==> src/rtl/fp_mant_mul_pipe.sv <==
// fp_mant_mul_pipe: three-stage pipelined significand multiplier for the FPU
// multiply path. Operands (hidden bit included) are split into SPLIT_W-bit
// chunks, chunk partial products are registered, then summed, normalised and
// rounded to nearest-even.
//
// Optional feature: define FP_MUL_ROUND_MODE_EN to add the rnd_mode input
// (0 = round-to-nearest-even, 1 = truncate). Without it the block is RNE only.
//
// Ports:
//   clk, rstn            clock, asynchronous active-low reset
//   in_valid / in_ready  operand handshake (in_ready is combinational)
//   num1, num2           MANT_W-bit significands, MSB = hidden 1
//   rnd_mode             rounding mode (only with FP_MUL_ROUND_MODE_EN)
//   out_valid/out_ready  result handshake
//   resultF              rounded fraction, hidden bit dropped
//   normalize            unrounded product >= 2.0
//   rnd_ovf              rounding carried out of the fraction (resultF = 0)
//   inexact              guard or sticky bit nonzero
module fp_mant_mul_pipe #(
    parameter int unsigned MANT_W  = 24,
    parameter int unsigned SPLIT_W = 12
) (
    input  logic              clk,
    input  logic              rstn,
    input  logic              in_valid,
    output logic              in_ready,
    input  logic [MANT_W-1:0] num1,
    input  logic [MANT_W-1:0] num2,
`ifdef FP_MUL_ROUND_MODE_EN
    input  logic              rnd_mode,
`endif
    output logic              out_valid,
    input  logic              out_ready,
    output logic [MANT_W-2:0] resultF,
    output logic              normalize,
    output logic              rnd_ovf,
    output logic              inexact
);

    localparam int unsigned NCH = MANT_W / SPLIT_W;
    localparam int unsigned NPP = NCH * NCH;
    localparam int unsigned PPW = 2 * SPLIT_W;
    localparam int unsigned PW  = 2 * MANT_W;
    localparam int unsigned FW  = MANT_W - 1;

    // Chunking only works when the significand splits evenly
    generate
        if (MANT_W % SPLIT_W != 0) begin : g_bad_split
            $error("fp_mant_mul_pipe: MANT_W must be a multiple of SPLIT_W");
        end
    endgenerate

    // Whole pipeline freezes while a finished result is not taken
    logic stall;
    assign stall    = out_valid & ~out_ready;
    assign in_ready = ~stall;

    logic              s1_v;
    logic [MANT_W-1:0] s1_a;
    logic [MANT_W-1:0] s1_b;
    logic              s2_v;
    logic [PPW-1:0]    s2_pp [NPP];
    logic              trunc;

    // Chunk partial products of the registered operands
    logic [PPW-1:0] pp_c [NPP];
    always_comb begin
        pp_c = '{default: '0};
        for (int i = 0; i < NCH; i++) begin
            for (int j = 0; j < NCH; j++) begin
                pp_c[i*NCH+j] = PPW'(s1_a[i*SPLIT_W +: SPLIT_W]) *
                                PPW'(s1_b[j*SPLIT_W +: SPLIT_W]);
            end
        end
    end

    // Exact product from the shifted partial products
    logic [PW-1:0] prod_c;
    always_comb begin
        prod_c = '0;
        for (int i = 0; i < NCH; i++) begin
            for (int j = 0; j < NCH; j++) begin
                prod_c = prod_c + (PW'(s2_pp[i*NCH+j]) << ((i + j) * SPLIT_W));
            end
        end
    end

    // Normalise, pick guard/sticky, round
    logic              nrm_c;
    logic [FW-1:0]     frac_c;
    logic              g_c;
    logic              s_c;
    logic              inc_c;
    logic [MANT_W-1:0] sum_c;
    always_comb begin
        nrm_c  = prod_c[PW-1];
        frac_c = '0;
        g_c    = 1'b0;
        s_c    = 1'b0;
        if (nrm_c) begin
            frac_c = prod_c[PW-2:MANT_W];
            g_c    = prod_c[MANT_W-1];
            s_c    = |prod_c[MANT_W-2:0];
        end else begin
            frac_c = prod_c[PW-3:MANT_W-1];
            g_c    = prod_c[MANT_W-2];
            s_c    = |prod_c[MANT_W-3:0];
        end
        inc_c = ~trunc & g_c & (s_c | frac_c[0]);
        // Carry into the top bit means the fraction wrapped to zero
        sum_c = {1'b0, frac_c} + MANT_W'(inc_c);
    end

    // Main pipeline registers
    always_ff @(posedge clk or negedge rstn) begin
        if (!rstn) begin
            s1_v      <= 1'b0;
            s1_a      <= '0;
            s1_b      <= '0;
            s2_v      <= 1'b0;
            s2_pp     <= '{default: '0};
            out_valid <= 1'b0;
            resultF   <= '0;
            normalize <= 1'b0;
            rnd_ovf   <= 1'b0;
            inexact   <= 1'b0;
        end else if (!stall) begin
            s1_v <= in_valid;
            if (in_valid) begin
                s1_a <= num1;
                s1_b <= num2;
            end
            s2_v <= s1_v;
            if (s1_v) begin
                s2_pp <= pp_c;
            end
            out_valid <= s2_v;
            if (s2_v) begin
                resultF   <= sum_c[FW-1:0];
                normalize <= nrm_c;
                rnd_ovf   <= sum_c[MANT_W-1];
                inexact   <= g_c | s_c;
            end
        end
    end

`ifdef FP_MUL_ROUND_MODE_EN
    // Rounding mode travels alongside its operands
    logic s1_rm;
    logic s2_rm;
    always_ff @(posedge clk or negedge rstn) begin
        if (!rstn) begin
            s1_rm <= 1'b0;
            s2_rm <= 1'b0;
        end else if (!stall) begin
            if (in_valid) begin
                s1_rm <= rnd_mode;
            end
            if (s1_v) begin
                s2_rm <= s1_rm;
            end
        end
    end
    assign trunc = s2_rm;
`else
    assign trunc = 1'b0;
`endif

endmodule

==> config.mk <==
export PLATFORM = sky130hd
export DESIGN_NAME = fp_mant_mul_pipe
export DESIGN_NICKNAME = d
export VERILOG_FILES = /design/src/rtl/fp_mant_mul_pipe.sv
export SDC_FILE = /design/constraint.sdc
export NUM_CORES = 2
export LEC_CHECK = 0
export BUFFER_PORTS_ARGS = -buffer_cell sky130_fd_sc_hd__buf_4
export CAP_MARGIN = 20
export CORE_MARGIN = 1
export CORE_UTILIZATION = 35
export DETAILED_ROUTE_END_ITERATION = 8
export RECOVER_POWER = 50
export SYNTH_ARGS = -nofsm -noshare
export SYNTH_HDL_FRONTEND = slang
export SYNTH_SLANG_ARGS = --single-unit
==> constraint.sdc <==
create_clock -name clk -period 8.14 [get_ports clk]
set_clock_uncertainty 0.1 [all_clocks]
set_input_delay 1.221 -clock clk [delete_from_list [all_inputs] [get_ports clk]]
set_output_delay 1.221 -clock clk [all_outputs]
set_load 0.01 [all_outputs]
Word level (Yosys, flattened, before mapping) --
Cells that the tools add are included.
Operators by class: add/subtract/negate cells 4, multiplexer cells 3, bitwise gates (word level) 6, multipliers 4, reduce and logical (&&, ||, !) cells 5
Operator list (count):
- 12-bit by 12-bit multiplier with 24-bit output | 4
- 38-bit by 48-bit adder with 48-bit output | 1
- 37-bit by 36-bit adder with 38-bit output | 1
- 24-bit by 36-bit adder with 37-bit output | 1
- 23-bit by 1-bit adder with 24-bit output | 1
- 23-bit 2-to-1 mux | 1
- 23-bit OR reduction | 1
- 22-bit OR reduction | 1
- 2-bit AND reduction | 3
- 1-bit AND | 2
- 1-bit 2-to-1 mux | 2
- 1-bit NOT | 2
- 1-bit OR | 2
Storage, ports and cells: logic and storage cells 35, bits in registers 173

Depth between registers and ports, before layout --
depth in word-level cells 8, gate-level depth with buffers 26, gate-level depth less buffers 24

Least setup slack after synthesis --
No wires, ideal clock.
path kind flip-flop to flip-flop, from register s2_pp[25] in the netlist's numbering, to register resultF[20], cell stages (with the launch flop) 25, library setup time 0.082 ns, data arrival time 5.686 ns, path slack 2.272 ns, cells stage by stage dfrtp_1 -> fa_1 -> ha_1 -> inv_1 -> fa_1 -> nand2b_1 -> a21oi_1 -> o31a_1 -> buf_4 -> a221o_1 -> a211oi_4 -> o31a_4 -> nor2_1 -> buf_4 -> clkbuf_1 -> o21ai_0 -> a21oi_1 -> ha_1 -> ha_1 -> and3_1 -> nand2_1 -> a211oi_4 -> nand4_4 -> or4_1 -> a31oi_1
On the way: word-level cells in the longest chain between the ends 7, elaborated cells between the ends (all ways) 10
Ends and longest elaborated chain:
- start: declaration | RTL line 62 | logic [PPW-1:0] s2_pp [NPP];
- start signal: assignment | RTL line 135 | s2_pp <= pp_c;
- 37-bit by 36-bit adder with 38-bit output * | RTL line 83 | prod_c = prod_c + (PW'(s2_pp[i*NCH+j]) << ((i + j) * SPLIT_W));
- 38-bit by 48-bit adder with 48-bit output * | RTL line 83
- 23-bit OR reduction / 22-bit OR reduction (equally long branches) | RTL line 103, 107
- 1-bit 2-to-1 mux | RTL line 100 | if (nrm_c) begin
- 1-bit OR | RTL line 109 | inc_c = ~trunc & g_c & (s_c | frac_c[0]);
- 1-bit AND | RTL line 109
- 23-bit by 1-bit adder with 24-bit output * | RTL line 111 | sum_c = {1'b0, frac_c} + MANT_W'(inc_c);
- end signal: assignment | RTL line 139 | resultF <= sum_c[FW-1:0];
- end: declaration | RTL line 34 | output logic [MANT_W-2:0] resultF,
Every way passes the cells marked *; elsewhere a longest branch is shown, timed or not. A chain may end at the register's enable or synchronous reset.

Final worst setup path --
from register s1_b[5], to register s2_pp[46] in the netlist's numbering
On the way: word-level cells in the longest chain between the ends 1
Ends and longest elaborated chain:
- start: declaration | RTL line 60 | logic [MANT_W-1:0] s1_b;
- start signal: assignment | RTL line 131 | s1_b <= num2;
- 12-bit by 12-bit multiplier with 24-bit output | RTL line 71 | pp_c[i*NCH+j] = PPW'(s1_a[i*SPLIT_W +: SPLIT_W]) *
No other way between the ends.

==> qor.yml <==
start_util_pct: 35.39
cpPeakStageDelay_ns: 0.71
antenna_cells: 0
core_mm2: 0.07900
num_vias: 20990
clkSlewWorstSetupHoldPaths_ns: 0.08
antenna_found_initial: 0
max_cap_viol_count: 3
synth.most_common_cell: "inv_1"
min_path_cells: 2
fin_nets: 3913
routed_wl_um: 71360
synth_cell_types: 75
fp.dieW_um: 284.6
slew_headroom_pct: -107.5
required_ns: 8.40
grt_setup_unrepaired: "false"
yosys.area.top_type_share_pct: 30.43
port_buffers: 79
post_cts_buffers: 0
avgSynthCellArea_um2: 8.861
cp-end-kind: "register"
clk-insertion-delay-late_ns: 0.51
fillerInstances: 8022
slew_viol_final: 195
syn_area_mm2: 0.02796
path_class: "reg -> reg"
cts.sinks: 173
grt_max_degree: 101
critPathTopFamily: "adder cells"
synth_top_family_by_area: "adder cells"
ant_nets: 0
r2r_start: "s1_b[5]"
synthTopCellsByCount: "556 x inv_1, 528 x nand2_1, 425 x fa_1"
synthesis.instances: 3155
cp_slowest_cell: "dfrtp_1"
r2r_slack_ns: 1.56
hp-start: "resultF[8]"
crit_fanout: 14
cts_made_buffers: 17
cts_buffer_depth: 2
drt_first_iter_violations: 1104
synth-async-reset-ratio_pct: 100.0
min_period_ns: 6.578
area_delta_synth_final_pct: 8.338
via_per_inst: 4.967
drt_first_pass_iters: 5
place_congestion: 0.8502
violations: "capacitance limit, slew limit"
die_area_mm2: 0.08101
syn_nets: 3906
arrival_ns: 6.84
finalSetupViolCount: 0
min-delay-path-class: "reg -> reg"
yosysTopAreaCell: "fa_1"
wire_per_inst_um: 16.89
synth.area.mux_share_pct: 2.770
cts_hold_buf: 0
synth.yosys.seq_area_share_pct: 15.49
worst_pin_slew_ns: 3.113
final_hold_viol_count: 0
die_y_um: 284.6
dp_hpwl_um: 56190
root_buffer: "clkbuf_16"
outcome: "finished, violations left"
grt_pass1_vias: 21640
r2r_end: "s2_pp[46]"
yosys.area_share.adder_pct: 42.70
cp_num_buf_inv: 3
grt_pass1_wl_um: 118100
max_freq_mhz: 152.0
synth_compound_area_share_pct: 9.421
synth_edf_count: 0
grt_overflow: 0
drive_gt1_share_pct: 7.685
fin_crit_sh_pct: 80.81
h-tree-depth: 4
ys_ff_latch: 173
core.rowCount: 103
drc: 0
cts_tree: "built"
synth_xor_area_share_pct: 3.133
pin_count: 80
yosys_warnings: 0
whs_endpoint: "resultF[8]"
ys_top_cells_by_area: "fa_1 30%, dfrtp_1 15%, ha_1 12%, inv_1 7.5%, nand2_1 7.1%"
start_kind: "register"
synth-simple-area-share_pct: 17.02
ff2ff_path_depth: 20
cts_resized: 0
synth_top_flop_cell: "dfrtp_1"
final.setup.tns_ns: 0
grt_usage_pct: 18.47
crit_chain: "buf_4 > and2_1 > fa_1 > ha_1 > fa_1 > inv_1 > fa_1 > fa_1 > inv_1 > ha_1 > o21ai_0 > a21boi_0 > o21ai_0 > a211oi_1 > o31ai_1 > o21ai_0 > nor4_1 > o41ai_1 > xnor2_1 > o21ai_0"
-- layer usage --
metal | vias up | track usage, % | wire length, µm | part of all wire [%]
met5 | - | 0 | 0 | 0
met1 | 10590 | 26.21 | 35010 | 49
met3 | 62 | 2.769 | 3082 | 4.3
met4 | 0 | 4.476 | 1282 | 1.8
met2 | 403 | 29.42 | 31990 | 45
li1 | 9932 | - | - | -
-- flip-flops by register name, summed over array words and instances, names as in the netlist --
name,flops
inexact,1
s1_v,1
s1_b,24
out_valid,1
s2_pp,96
s1_a,24
normalize,1
rnd_ovf,1
resultF,23
s2_v,1
-- kinds of logic (layout without fill, tap and decap cells) --
kind of cell / Yosys count / in the layout
fa+ha+maj: 699 / 699
flops: 173 / 173
buf+inv: 700 / 720
simple gates: 1009 / 1009
xor+xnor: 100 / 100
mux: 69 / 69
compound gates: 405 / 405
-- placed cells by master, fill, tap and decap left out, drive strengths merged, types with 5 or more instances in the layout --
cell,Yosys,final
inv,556,563
nand2,529,529
fa,425,425
ha,274,274
and2,234,234
dfrtp,173,173
o21ai,141,141
buf,14,121
a21oi,90,90
nor2,83,83
mux2,67,67
xor2,52,52
xnor2,48,48
nor3,36,36
o31ai,29,29
nand3,28,28
clkbuf,130,28
nand2b,22,22
a21o,20,20
a211oi,18,18
and3,17,17
o211ai,17,17
nor2b,13,13
nand4,13,13
or3,12,12
o21a,11,11
a31oi,10,10
a211o,7,7
o21bai,6,6
a41oi,5,5
a21boi,5,5
o41a,5,5
o31a,5,5
nor4,5,5
-- through the flow --
step	setup WS [ns]	area, µm²	util [%]	hold slack, ns	cells
2_1_floorplan	2.272	27960	-	0.3485	3155
3_3_place_gp	1.690	29720	37.62	0.3560	4193
3_5_place_dp	1.649	29720	37.62	0.3652	4193
4_1_cts	1.609	30340	38.40	0.3851	4225
5_1_grt	1.184	30290	38.34	0.4084	4225
6_report	1.562	30290	38.34	0.3713	4225
-- worst min-delay path: cells and delay by family (launching register included) --
kind	cells	cell delay, ns
simple gates	2	0.10
flops	1	0.35
-- area by class of cell --
class / instances / area (µm²) / share of cell area [%]
Clock buffer: 17 / 425.4 / 1.405
Clock inverter: 15 / 196.4 / 0.6486
Inverter: 556 / 2087 / 6.891
Multi-Input combinational cell: 2282 / 20980 / 69.27
Sequential cell: 173 / 4329 / 14.29
Tap cell: 1050 / 1314 / 4.338
Timing Repair Buffer: 132 / 954.7 / 3.152
-- how the worst max path moves through the flow --
stage	from	end	slack [ns]	depth (start not counted)
6_report	s1_b[5]	s2_pp[46]	1.56	20
5_1_grt	s2_pp[25]	resultF[21]	1.18	22
4_1_cts	s1_b[5]	s2_pp[46]	1.61	20
3_5_place_dp	s1_b[5]	s2_pp[46]	1.65	20
3_3_place_gp	s2_pp[25]	resultF[21]	1.69	22
2_1_floorplan	s2_pp[25]	resultF[20]	2.27	24
Power is not shown: default switching activity piles up to over one toggle a cycle in this logic, so the estimate is an artifact.
